## src/rtl/bmux_pkg.sv

```systemverilog
// rtl/bmux_pkg.sv - arbitration mode constants and shared helpers for arb_bmux
package bmux_pkg;

    typedef enum logic {
        MODE_FIXED = 1'b0,
        MODE_RR    = 1'b1
    } arb_mode_t;

    // Index width never collapses to zero bits, even for a two-channel mux.
    function automatic int idx_width(input int n);
        return (n <= 2) ? 1 : $clog2(n);
    endfunction

endpackage

```

## src/rtl/rr_pick.sv

```systemverilog
// rtl/rr_pick.sv - combinational fixed-priority / round-robin channel picker
module rr_pick
    import bmux_pkg::*;
#(
    parameter int COUNT = 4,
    parameter int IDX_W = 2
) (
    input  logic [COUNT-1:0] req_i,
    input  logic [IDX_W-1:0] ptr_i,
    input  arb_mode_t        mode_i,
    output logic [COUNT-1:0] grant_o,
    output logic [IDX_W-1:0] idx_o
);

    logic             found;
    int               pos;
    logic [IDX_W-1:0] pos_idx;

    // One-hot grant: highest index in fixed mode, first requester after ptr in RR mode.
    always_comb begin
        grant_o = '0;
        idx_o   = '0;
        found   = 1'b0;
        pos     = 0;
        pos_idx = '0;
        if (mode_i == MODE_FIXED) begin
            // Ascending scan, so the last (highest) requester overwrites earlier ones.
            for (int i = 0; i < COUNT; i++) begin
                if (req_i[i]) begin
                    grant_o    = '0;
                    grant_o[i] = 1'b1;
                    idx_o      = IDX_W'(i);
                end
            end
        end else begin
            // Start one past the last winner and wrap, so the last winner is checked last.
            for (int k = 1; k <= COUNT; k++) begin
                pos     = (int'(ptr_i) + k) % COUNT;
                pos_idx = IDX_W'(pos);
                if (!found && req_i[pos_idx]) begin
                    found            = 1'b1;
                    grant_o[pos_idx] = 1'b1;
                    idx_o            = pos_idx;
                end
            end
        end
    end

endmodule

```

## src/rtl/arb_bmux.sv

```systemverilog
// rtl/arb_bmux.sv - arbitrated N:1 mux with a single registered output stage
module arb_bmux
    import bmux_pkg::*;
#(
    parameter int        COUNT = 4,
    parameter int        WIDTH = 32,
    parameter arb_mode_t MODE  = MODE_RR,
    localparam int       IDX_W = idx_width(COUNT)
) (
    input  logic             clk,
    input  logic             rst_n,
    input  logic [COUNT-1:0] in_valid,
    input  logic [WIDTH-1:0] in_data [COUNT-1:0],
    output logic [COUNT-1:0] in_ready,
    output logic             out_valid,
    output logic [WIDTH-1:0] out_data,
    output logic [IDX_W-1:0] out_idx,
    input  logic             out_ready
);

    logic [COUNT-1:0] grant;
    logic [IDX_W-1:0] pick_idx;
    logic             load_en;
    logic             xfer;

    logic [IDX_W-1:0] ptr_q,       ptr_d;
    logic             out_valid_q, out_valid_d;
    logic [WIDTH-1:0] out_data_q,  out_data_d;
    logic [IDX_W-1:0] out_idx_q,   out_idx_d;

    rr_pick #(
        .COUNT (COUNT),
        .IDX_W (IDX_W)
    ) u_pick (
        .req_i   (in_valid),
        .ptr_i   (ptr_q),
        .mode_i  (MODE),
        .grant_o (grant),
        .idx_o   (pick_idx)
    );

    // The output register can take a word when empty or being drained this cycle.
    assign load_en  = !out_valid_q || out_ready;
    assign xfer     = load_en && (|in_valid);
    assign in_ready = grant & {COUNT{load_en}};

    // Next state: load on transfer, clear to the no-drive value on a bare drain, else hold.
    always_comb begin
        ptr_d       = ptr_q;
        out_valid_d = out_valid_q;
        out_data_d  = out_data_q;
        out_idx_d   = out_idx_q;
        if (xfer) begin
            ptr_d       = pick_idx;
            out_valid_d = 1'b1;
            out_data_d  = in_data[pick_idx];
            out_idx_d   = pick_idx;
        end else if (out_valid_q && out_ready) begin
            out_valid_d = 1'b0;
            out_data_d  = '0;
            out_idx_d   = '0;
        end
    end

    // ptr resets to the last channel so channel 0 is searched first after reset.
    always_ff @(posedge clk or negedge rst_n) begin
        if (!rst_n) begin
            ptr_q       <= IDX_W'(COUNT - 1);
            out_valid_q <= 1'b0;
            out_data_q  <= '0;
            out_idx_q   <= '0;
        end else begin
            ptr_q       <= ptr_d;
            out_valid_q <= out_valid_d;
            out_data_q  <= out_data_d;
            out_idx_q   <= out_idx_d;
        end
    end

    assign out_valid = out_valid_q;
    assign out_data  = out_data_q;
    assign out_idx   = out_idx_q;

endmodule

```

## config.mk

```make
export PLATFORM = sky130hd
export DESIGN_NAME = arb_bmux
export DESIGN_NICKNAME = d
export VERILOG_FILES = /design/src/rtl/bmux_pkg.sv /design/src/rtl/rr_pick.sv /design/src/rtl/arb_bmux.sv
export SDC_FILE = /design/constraint.sdc
export NUM_CORES = 1
export LEC_CHECK = 0
export CORE_MARGIN = 2
export CORE_UTILIZATION = 35
export CTS_BUF_LIST = sky130_fd_sc_hd__clkbuf_4 sky130_fd_sc_hd__clkbuf_8 sky130_fd_sc_hd__clkbuf_16
export DETAILED_ROUTE_END_ITERATION = 10
export PLACE_DENSITY_LB_ADDON = 0.05
export SLEW_MARGIN = 20
export SYNTH_ARGS = -nofsm -noshare
export SYNTH_HDL_FRONTEND = slang
export SYNTH_SLANG_ARGS = --single-unit
```

## constraint.sdc

```tcl
create_clock -name clk -period 7.8 [get_ports clk]
set_input_delay 1.56 -clock clk [delete_from_list [all_inputs] [get_ports clk]]
set_output_delay 1.56 -clock clk [all_outputs]
set_load 0.005 [all_outputs]
```

==> results.cfg <==
[timing]
grt_setup_unrepaired = false
period_minus_slack_ps = 5510
finClkSkew_ps = 6.77
slew_headroom = 0.427
tns_ps = 0
period_share = 0.707
hold_viol = 0
fmax_mhz = 181
maxSlewViolCount = 0
worst_pin_slew_ps = 859
setup_viol = 0

[floorplan]
die_h_um = 94.3
start_util = 0.366
io_pins = 174
dieWidth_um = 94.3
die_area_um2 = 8900
rows = 32
core-area_um2 = 7810

[placement]
detailed_place.area_um2 = 4520
dp_hpwl_um = 6900
gp_congestion = 0.805
port_buffers = 173

[layout]
layout-drive-gt1-share = 0.0572
final_cell_area_um2 = 4610
utilization = 0.590
diodes = 0
final_nets = 579
syn_to_final_growth_pct = 61.3

[power]
p_switching_mw = 0.709
report.power.total_mw = 1.70
pwr-share-comb = 0.707
internal-power_mw = 0.989
powerDensity_nw_per_um2 = 369
netSwitchingFraction = 0.418
clockPowerShare = 0.079
ir_drop_mv = 0.218
leakage_nw = 2.02
seqPwrFrac = 0.214

[clock_network]
cts_root_buffer = clkbuf_8
cts_setup_buffers = 0
cts_tree = yes
cts-buffers-inserted = 5
clock_latency_ps = 280
hold_buffers = 0
clk_path_buf_depth = 2
cts_max_level = 2
clk_pin_slew_worst_paths_ps = 70
cts_sinks = 37
ctsResizeCount = 0

[routing]
dr.pass1.iters = 4
wire_per_inst_um = 16.9
vias = 2792
ant_nets = 0
drc = 0
drtIter0Drc = 85
viasPerCell = 5.18
drt-total-wl_um = 9130

[setup_path]
crit_type = in2out
end_kind = primary output
crit_arrival_ps = 3950
start_kind = input port
crit_fanout = 12
required_ps = 6240

[logic_synthesis]
synth_edf_count = 0
avgSynthCellArea_um2 = 10.3
async_flop_share = 1.00
synth_area_um2 = 2860
yosysWarningCount = 0
synthFlopType = dfrtp_1
syn_nets = 420
netlist_instances = 277
ys_types = 46
yosysTopAreaCell = dfrtp_1
ys_seq_area_frac = 0.325
synth_common_cells = 64 x mux2i_1, 44 x nand2_1, 35 x dfrtp_1
yosys.cell_count.top_type = mux2i_1
ys_seq_elements = 37
synth_top_area_share = 0.307
yosys-top-cells-area = dfrtp_1 31%, mux2i_1 22%, o221ai_1 9.8%

[global_routing]
antenna_found_initial = 0
grt_pass1_vias = 2714
grt_pass1_wl_um = 13800
grt_use_total = 0.197
grt_overflow = 0
grt_max_degree = 41

[outcome]
status = completed

[hold_path]
hold_class = reg2reg

[flow_run]
maxCapViolCount = 0
power by group through the flow:
stage / Combinational, mW / Sequential [mW] / Clock [mW]
after floorplan: 0.936 / 0.354 / 0
after global placement: 1.20 / 0.363 / 0
after detailed placement: 1.22 / 0.368 / 0
after CTS: 1.22 / 0.365 / 0.141
after global routing: 1.31 / 0.380 / 0.149
final: 1.20 / 0.364 / 0.134
final cells by class:
cell class | instances | area, µm²
Clock buffer | 6 | 76.3
Clock inverter | 2 | 10.0
Fill cell | 699 | 3200
Inverter | 5 | 18.8
Multi-Input combinational cell | 209 | 1680
Sequential cell | 37 | 928
Tap cell | 102 | 128
Timing Repair Buffer | 178 | 1760
critical path, cell delays in order:
cell and delay, ps:
clkdlybuf4s50_1 590, mux4_2 670, nor2_1 220, and2_1 210, a221oi_1 90, nor2_1 100
clkdlybuf4s50_1 510
metal layers:
layer  vias up  global-route usage  routed length (µm)
li1       1368                   -                   -
met1      1296               0.248                3780
met2       116               0.329                4340
met3        12              0.0530                 831
met4         0              0.0616                 174
met5         -                   0                   0
sequential cells by signal, summed over array words and instances (netlist names):
register,count
out_data,32
out_idx,2
ptr_q,2
out_valid,1
metrics by stage:
stage	hold WS, ps	std cells	setup WS, ps
floorplan	471	277	3310
global route	505	539	2160
finish	479	539	2290
CTS	483	539	2320
detailed placement	464	531	2310
global placement	461	531	2390
worst paths after layout:
kind	end	from	cells past startpoint	slack, ps
worst max-delay path	in_ready[2]	in_valid[2]	7	2290
worst min-delay path	out_idx[1]	out_idx[1]	2	480
worst max register to register	out_data[3]	ptr_q[0]	10	3720
worst min register to register	out_idx[1]	out_idx[1]	2	480
max in group asynchronous	out_data[10]	rst_n	1	5880
min in group asynchronous	out_data[28]	rst_n	1	1380
cell usage in the layout (no fill, tap or decap), types with 2 or more instances in the layout:
master and instances:
clkdlybuf4s50_1 172, mux2i_1 64, nand2_1 44, dfrtp_1 35
o221ai_1 32, nor2_1 12, ha_1 8, clkbuf_8 5
buf_4 5, inv_1 4, mux4_2 4, a22oi_1 4
a221oi_1 4, nand2b_1 4, a21oi_1 3, nor2b_1 2
o211a_1 2, o32ai_1 2, nor4_1 2, o211ai_1 2
clkinv_2 2, dfstp_2 2
cells by family after synthesis:
logic type,synth area share
multiplexers,0.260
adder cells (fa/ha/maj),0.0351
AO/OA/AOI/OAI,0.170
flip-flops,0.325
buffers and inverters,0.0859
AND/OR/NAND/NOR,0.124
Power figures use the tool's default switching activity.
